## config.mk

```make
export PLATFORM = sky130hd
export DESIGN_NAME = dut_test_pipe
export DESIGN_NICKNAME = d
export VERILOG_FILES = /design/src/rtl/dut_test_pkg.sv /design/src/rtl/dut_test_lane.sv /design/src/rtl/dut_test_pipe.sv
export SDC_FILE = /design/constraint.sdc
export NUM_CORES = 2
export LEC_CHECK = 0
export BUFFER_PORTS_ARGS = -buffer_cell sky130_fd_sc_hd__buf_2
export CAP_MARGIN = 40
export CELL_PAD_IN_SITES_DETAIL_PLACEMENT = 0
export CELL_PAD_IN_SITES_GLOBAL_PLACEMENT = 2
export CORE_MARGIN = 4
export CORE_UTILIZATION = 33
export DETAILED_ROUTE_END_ITERATION = 16
export GPL_TIMING_DRIVEN = 0
export PLACE_DENSITY_LB_ADDON = 0.1
export SYNTH_ARGS = -nofsm -noshare
export SYNTH_HDL_FRONTEND = slang
export SYNTH_SLANG_ARGS = --single-unit
```

## constraint.sdc

```tcl
create_clock -name clk -period 8.1 [get_ports clk]
set_input_delay 1.62 -clock clk [delete_from_list [all_inputs] [get_ports clk]]
set_output_delay 1.62 -clock clk [all_outputs]
set_load 0.02 [all_outputs]
```

## src/rtl/dut_test_pkg.sv

```systemverilog
// Shared types and defaults for the loopback test pipe.
// Latency: n/a (types and constants only).
// Backpressure: n/a.
package dut_test_pkg;

  // Per-beat lane operation; travels alongside its beat.
  typedef enum logic [1:0] {
    MODE_PASS  = 2'd0,
    MODE_INV   = 2'd1,
    MODE_INCR  = 2'd2,
    MODE_ACCUM = 2'd3
  } mode_e;

  localparam int DEF_SIG_WIDTH = 256;
  localparam int DEF_LANES     = 8;
  localparam int DEF_LATENCY   = 2;
  localparam int DEF_CNT_W     = 32;

endpackage

```

## src/rtl/dut_test_lane.sv

```systemverilog
// One lane: selectable op (pass/invert/increment/accumulate) with registered result.
// Latency: 1 cycle from vld to r; r holds its value when vld is low.
// Backpressure: none; every vld beat is accepted.
module dut_test_lane
  import dut_test_pkg::*;
#(
  parameter int LANE_W = 32
) (
  input  logic              clk,
  input  logic              rst_n,
  input  logic [LANE_W-1:0] x,
  input  logic              vld,
  input  mode_e             mode,
  input  logic              acc_clr,
  output logic [LANE_W-1:0] r
);

  logic [LANE_W-1:0] acc;
  logic [LANE_W-1:0] acc_base;
  logic [LANE_W-1:0] sum;
  logic [LANE_W-1:0] r_nxt;

  // Op mux; a clear in the same cycle as an accumulate means clear-then-add.
  always_comb begin
    acc_base = acc_clr ? '0 : acc;
    sum      = acc_base + x;
    r_nxt    = x;
    case (mode)
      MODE_PASS:  r_nxt = x;
      MODE_INV:   r_nxt = ~x;
      MODE_INCR:  r_nxt = x + LANE_W'(1);
      MODE_ACCUM: r_nxt = sum;
      default:    r_nxt = x;
    endcase
  end

  // Accumulator moves only on an accumulate beat or a clear; result register only on a beat.
  always_ff @(posedge clk) begin
    if (!rst_n) begin
      acc <= '0;
      r   <= '0;
    end else begin
      if (vld && mode == MODE_ACCUM) begin
        acc <= sum;
      end else if (acc_clr) begin
        acc <= '0;
      end
      if (vld) begin
        r <= r_nxt;
      end
    end
  end

endmodule

```

## src/rtl/dut_test_pipe.sv

```systemverilog
// Lane-split transform DUT for loopback tests: per-lane op, then a valid-tagged delay line.
// Latency: exactly LATENCY cycles from in_valid to out_valid.
// Backpressure: none; out holds its last value on cycles without out_valid.
module dut_test_pipe
  import dut_test_pkg::*;
#(
  parameter int SIG_WIDTH = DEF_SIG_WIDTH,
  parameter int LANES     = DEF_LANES,
  parameter int LATENCY   = DEF_LATENCY,
  parameter int CNT_W     = DEF_CNT_W
) (
  input  logic                 clk,
  input  logic                 rst_n,
  input  logic [SIG_WIDTH-1:0] in,
  input  logic                 in_valid,
  input  mode_e                mode,
  input  logic                 acc_clr,
  output logic [SIG_WIDTH-1:0] out,
  output logic                 out_valid,
  output logic [CNT_W-1:0]     beat_cnt
);

  localparam int LANE_W = SIG_WIDTH / LANES;

  if (SIG_WIDTH % LANES != 0) begin : g_bad_lanes
    $error("dut_test_pipe: SIG_WIDTH must be a multiple of LANES");
  end
  if (LATENCY < 1) begin : g_bad_latency
    $error("dut_test_pipe: LATENCY must be at least 1");
  end

  logic [SIG_WIDTH-1:0] s0_dat;
  logic                 s0_vld;
  logic                 cnt_inc;

  for (genvar k = 0; k < LANES; k++) begin : g_lane
    dut_test_lane #(
      .LANE_W (LANE_W)
    ) u_lane (
      .clk     (clk),
      .rst_n   (rst_n),
      .x       (in[k*LANE_W +: LANE_W]),
      .vld     (in_valid),
      .mode    (mode),
      .acc_clr (acc_clr),
      .r       (s0_dat[k*LANE_W +: LANE_W])
    );
  end

  // Stage-0 valid tag, aligned with the lane result registers.
  always_ff @(posedge clk) begin
    if (!rst_n) begin
      s0_vld <= 1'b0;
    end else begin
      s0_vld <= in_valid;
    end
  end

  if (LATENCY == 1) begin : g_lat1
    assign out       = s0_dat;
    assign out_valid = s0_vld;
    assign cnt_inc   = in_valid;
  end else begin : g_latn
    logic [SIG_WIDTH-1:0] dly_dat [LATENCY-1];
    logic [LATENCY-2:0]   dly_vld;
    logic [LATENCY-1:0]   vld_in;

    // Bit i is the valid entering delay stage i.
    assign vld_in = {dly_vld, s0_vld};

    // Delay stages; data only advances with a valid so out holds between beats.
    always_ff @(posedge clk) begin
      if (!rst_n) begin
        for (int i = 0; i < LATENCY - 1; i++) begin
          dly_dat[i] <= '0;
        end
        dly_vld <= '0;
      end else begin
        dly_vld <= vld_in[LATENCY-2:0];
        if (s0_vld) begin
          dly_dat[0] <= s0_dat;
        end
        for (int i = 1; i < LATENCY - 1; i++) begin
          if (dly_vld[i-1]) begin
            dly_dat[i] <= dly_dat[i-1];
          end
        end
      end
    end

    assign out       = dly_dat[LATENCY-2];
    assign out_valid = dly_vld[LATENCY-2];
    assign cnt_inc   = vld_in[LATENCY-2];
  end

  // Counts emitted beats; steps on the same edge that raises out_valid, wraps naturally.
  always_ff @(posedge clk) begin
    if (!rst_n) begin
      beat_cnt <= '0;
    end else if (cnt_inc) begin
      beat_cnt <= beat_cnt + CNT_W'(1);
    end
  end

endmodule

```

==> summary.txt <==
Detailed routing
  – # DRC: 0
  – TritonRoute pass-1 iters: 6
  – Vias per inst: 6.291
  – Average wire per standard cell: 39.66 um
  – Detail Route Antenna Nets: 0
  – Drt total wl: 383400 um
  – DRT iter0 DRCs: 9277
  – Vias: 60.83k

Hold path
  – Min-delay worst type: flop to flop
  – WHS Path Cells: 2
  – Hold Path End: g_lane[2].u_lane.r[31]
  – Hold Path Origin: g_lane[2].u_lane.r[31]

Clock tree
  – Post-CTS sizing: 0
  – Clock transition at path regs: 0.06 ns
  – H-tree levels: 3
  – CTS tree: done
  – Root Driver: clkbuf_16
  – Postcts setup bufs: 0
  – Number of buffers created by CTS: 104
  – Clock Sink Count: 802
  – Hold bufs inserted after CTS: 0
  – Clock buffer depth: 3
  – Skew-Pair Late Insertion Delay: 0.79 ns

Yosys
  – Syn avg cell area: 8.224 um^2
  – Syn Nets: 6999
  – Primary FF master, synth: dfxtp_1
  – Synth async-reset ratio: 0%
  – Yosys warning count: 0
  – Number of synthesized flops with an enable pin: 256
  – Yosys cell types: 97
  – Synth Register Bits: 802
  – Post-Synthesis Cell Area: 53230 um^2
  – Mapped Cells: 6472
  – Register area share after synthesis: 34.98%

GRT
  – Initial antenna violation count: 127
  – Largest net degree at the start of global routing: 68
  – First-pass GRT wire length: 496600 um
  – Vias in the first global route: 54.36k
  – All-layer global routing usage: 43.67%
  – Gr ovfl total: 0

Run
  – # Max-Cap Violations: 0

Placed design
  – Buffers on Ports: 548
  – Dpl hpwl: 290500 um
  – DP Cell Count: 9363
  – Placer congestion estimate: 1.022

Cells and area
  – Layout Area Growth over Synthesis: 24.25%
  – Fin nets: 7847
  – Non-filler cells, final: 9668
  – Register area: 18620 um^2
  – # fillers: 16.70k
  – Footprint of the multi-input gates: 32640 um^2
  – Layout cells sized above 1: 15.91%

Floorplan
  – Core area: 160400 um^2
  – FP Rows: 147
  – Die Y: 409.6 um
  – DIE WIDTH: 409.6 um
  – I/O pin count: 551
  – Initial Util: 33.19%
  – Die area: 167800 um^2

Timing
  – Slew @ Worst Pin: 1.058 ns
  – Final setup vio count: 0
  – Hold Vio Cnt, Final: 0
  – Slew Viols, Final: 0
  – Fin crit share: 86.37%
  – Clock skew: 0.02449 ns
  – F_max: 0.1429 GHz
  – RSZ-0062 raised after global routing: no
  – Final min period: 6.996 ns
  – Rel. slew slack: 29.47%
  – Setup TNS: 0 ns

Power
  – Cell Pwr Density: 188.4 nW/um^2
  – Peak supply drop: 0.1655 mV
  – Pwr Total: 0.01246 W
  – Static Leak: 28.33 nW

Setup path
  – Crit-path max FO: 10
  – CP Capture Type: flop
  – Critical Path AT: 7.65 ns
  – RR Startpoint: g_lane[7].u_lane.acc[0]
  – FF-to-FF End: g_lane[7].u_lane.r[30]
  – Critical Path Start Type: input pin
  – R2r setup slk: 3.79 ns
  – Crit Path Category: input pin to flop
  – CP required: 8.76 ns
  – Cell depth of the worst flop-to-flop path: 13

Run status
  – Outcome: completed
==> cell usage after synthesis (11+ instances only) <==
cell / instances / area share (%)
nand2b_1: 71 / 0.83
mux2i_1: 102 / 1.9
a311oi_1: 13 / 0.21
nor2_1: 560 / 3.9
o21a_1: 52 / 0.73
buf_1: 48 / 0.34
o221a_2: 12 / 0.25
nor2b_1: 284 / 3.3
xnor2_1: 264 / 4.3
nor3b_1: 12 / 0.17
o211ai_1: 59 / 0.83
nor4_1: 12 / 0.14
o221ai_1: 76 / 1.3
a21oi_1: 596 / 5.6
o21ai_0: 365 / 3.4
a211o_1: 12 / 0.20
o311ai_0: 29 / 0.48
and3_1: 350 / 4.1
a31oi_1: 95 / 1.1
or2_2: 15 / 0.18
clkbuf_1: 375 / 2.6
or3_1: 22 / 0.26
and4_1: 22 / 0.36
a41oi_1: 11 / 0.18
o21bai_1: 33 / 0.47
a211oi_1: 50 / 0.71
o31ai_1: 30 / 0.42
buf_2: 21 / 0.20
xor2_1: 214 / 3.5
nand2_1: 635 / 4.5
o2111ai_1: 12 / 0.20
a22oi_1: 25 / 0.35
edfxtp_1: 256 / 14
and2_1: 60 / 0.71
inv_1: 73 / 0.51
o22ai_1: 45 / 0.53
nand4_1: 74 / 0.87
nor3_1: 102 / 0.96
mux2_2: 12 / 0.25
nand3_1: 199 / 1.9
ha_1: 257 / 6.0
dfxtp_1: 546 / 21
a21o_1: 169 / 2.4
a32o_1: 14 / 0.26
a221oi_1: 28 / 0.46
==> worst max-delay path, stage by stage <==
cell	delay, ns
buf_2	0.29
clkbuf_1	0.63
clkbuf_1	0.56
clkbuf_2	0.62
buf_16	0.25
nor2b_1	0.08
ha_1	0.22
fa_1	0.45
a211oi_1	0.23
nor2_1	0.11
o31ai_1	0.65
a21oi_1	0.34
a211oi_1	0.46
o31ai_1	0.22
a221oi_1	0.38
xnor2_1	0.14
o221ai_1	0.28
nand2_1	0.09
==> cell families after synthesis <==
logic type	synth area share, %
buffers and inverters	3.733
adder cells (fa/ha/maj)	6.342
XOR/XNOR	7.865
multiplexers	2.172
AO/OA/AOI/OAI	22.17
AND/OR/NAND/NOR	22.74
flip-flops	34.98
==> how the worst max path moves through the flow <==
stage | startpoint | to | depth (start not counted)
global placement | rst_n | g_latn.dly_dat[0][103] | 4
detailed placement | acc_clr | g_lane[5].u_lane.r[30] | 18
global route | acc_clr | g_lane[5].u_lane.r[30] | 18
CTS | acc_clr | g_lane[5].u_lane.r[30] | 18
floorplan | rst_n | g_latn.dly_dat[0][0] | 4
finish | acc_clr | g_lane[5].u_lane.r[30] | 18
==> stage by stage <==
step	hold slack, ns	utilization [%]	cell area (um^2)	worst slack (ns)
floorplan	0.4072	-	53230	2.272
global placement	0.4227	36.58	58680	-1.792
detailed placement	0.4313	38.57	61860	0.5655
CTS	0.4399	40.92	65620	1.336
global route	0.4604	41.11	65940	0.9496
finish	0.4383	41.24	66140	1.104
==> layout by cell type (no fill, tap or decap), drive strengths merged, types with 256 or more instances in the layout <==
cell type,instances
nand2,635
nor2,560
clkbuf,501
buf,810
ha,257
a21oi,599
edfxtp,256
o21ai,375
dfxtp,546
and3,350
nor2b,285
xnor2,264
==> registers in the layout (all words and copies together), names as in the netlist <==
name,cells
g_lane.u_lane.acc,256
out_valid,1
cnt_inc,1
beat_cnt,32
g_lane.u_lane.r,256
g_latn.dly_dat,256
==> metal layers <==
| metal | track usage [%] | share of wire [%] | up-vias |
|---|---|---|---|
| met2 | 62.02 | 40 | 4562 |
| li1 | - | - | 25370 |
| met3 | 16.21 | 13 | 1207 |
| met1 | 54.07 | 38 | 29660 |
| met4 | 31.38 | 8.5 | 22 |
| met5 | 0 | 0.041 | - |
==> report_power, final <==
part | switching (W) | leakage (nW) | internal, W
Combinational | 0.00195 | 19.3 | 0.000758
Clock | 0.00216 | 1.80 | 0.00312
Sequential | 0.000118 | 7.20 | 0.00436
==> area by class of cell <==
class                      instances  area share, %
clock inverter                    73          1.517
antenna                           96         0.3632
multi-input combinational       5150          49.34
timing repair buffer             742          9.050
tap                             2160          4.086
clock buffer                     125          4.179
buffer                           446          2.889
sequential                       802          28.15
inverter                          74         0.4200
No activity file was read; power rests on OpenSTA's default activity.
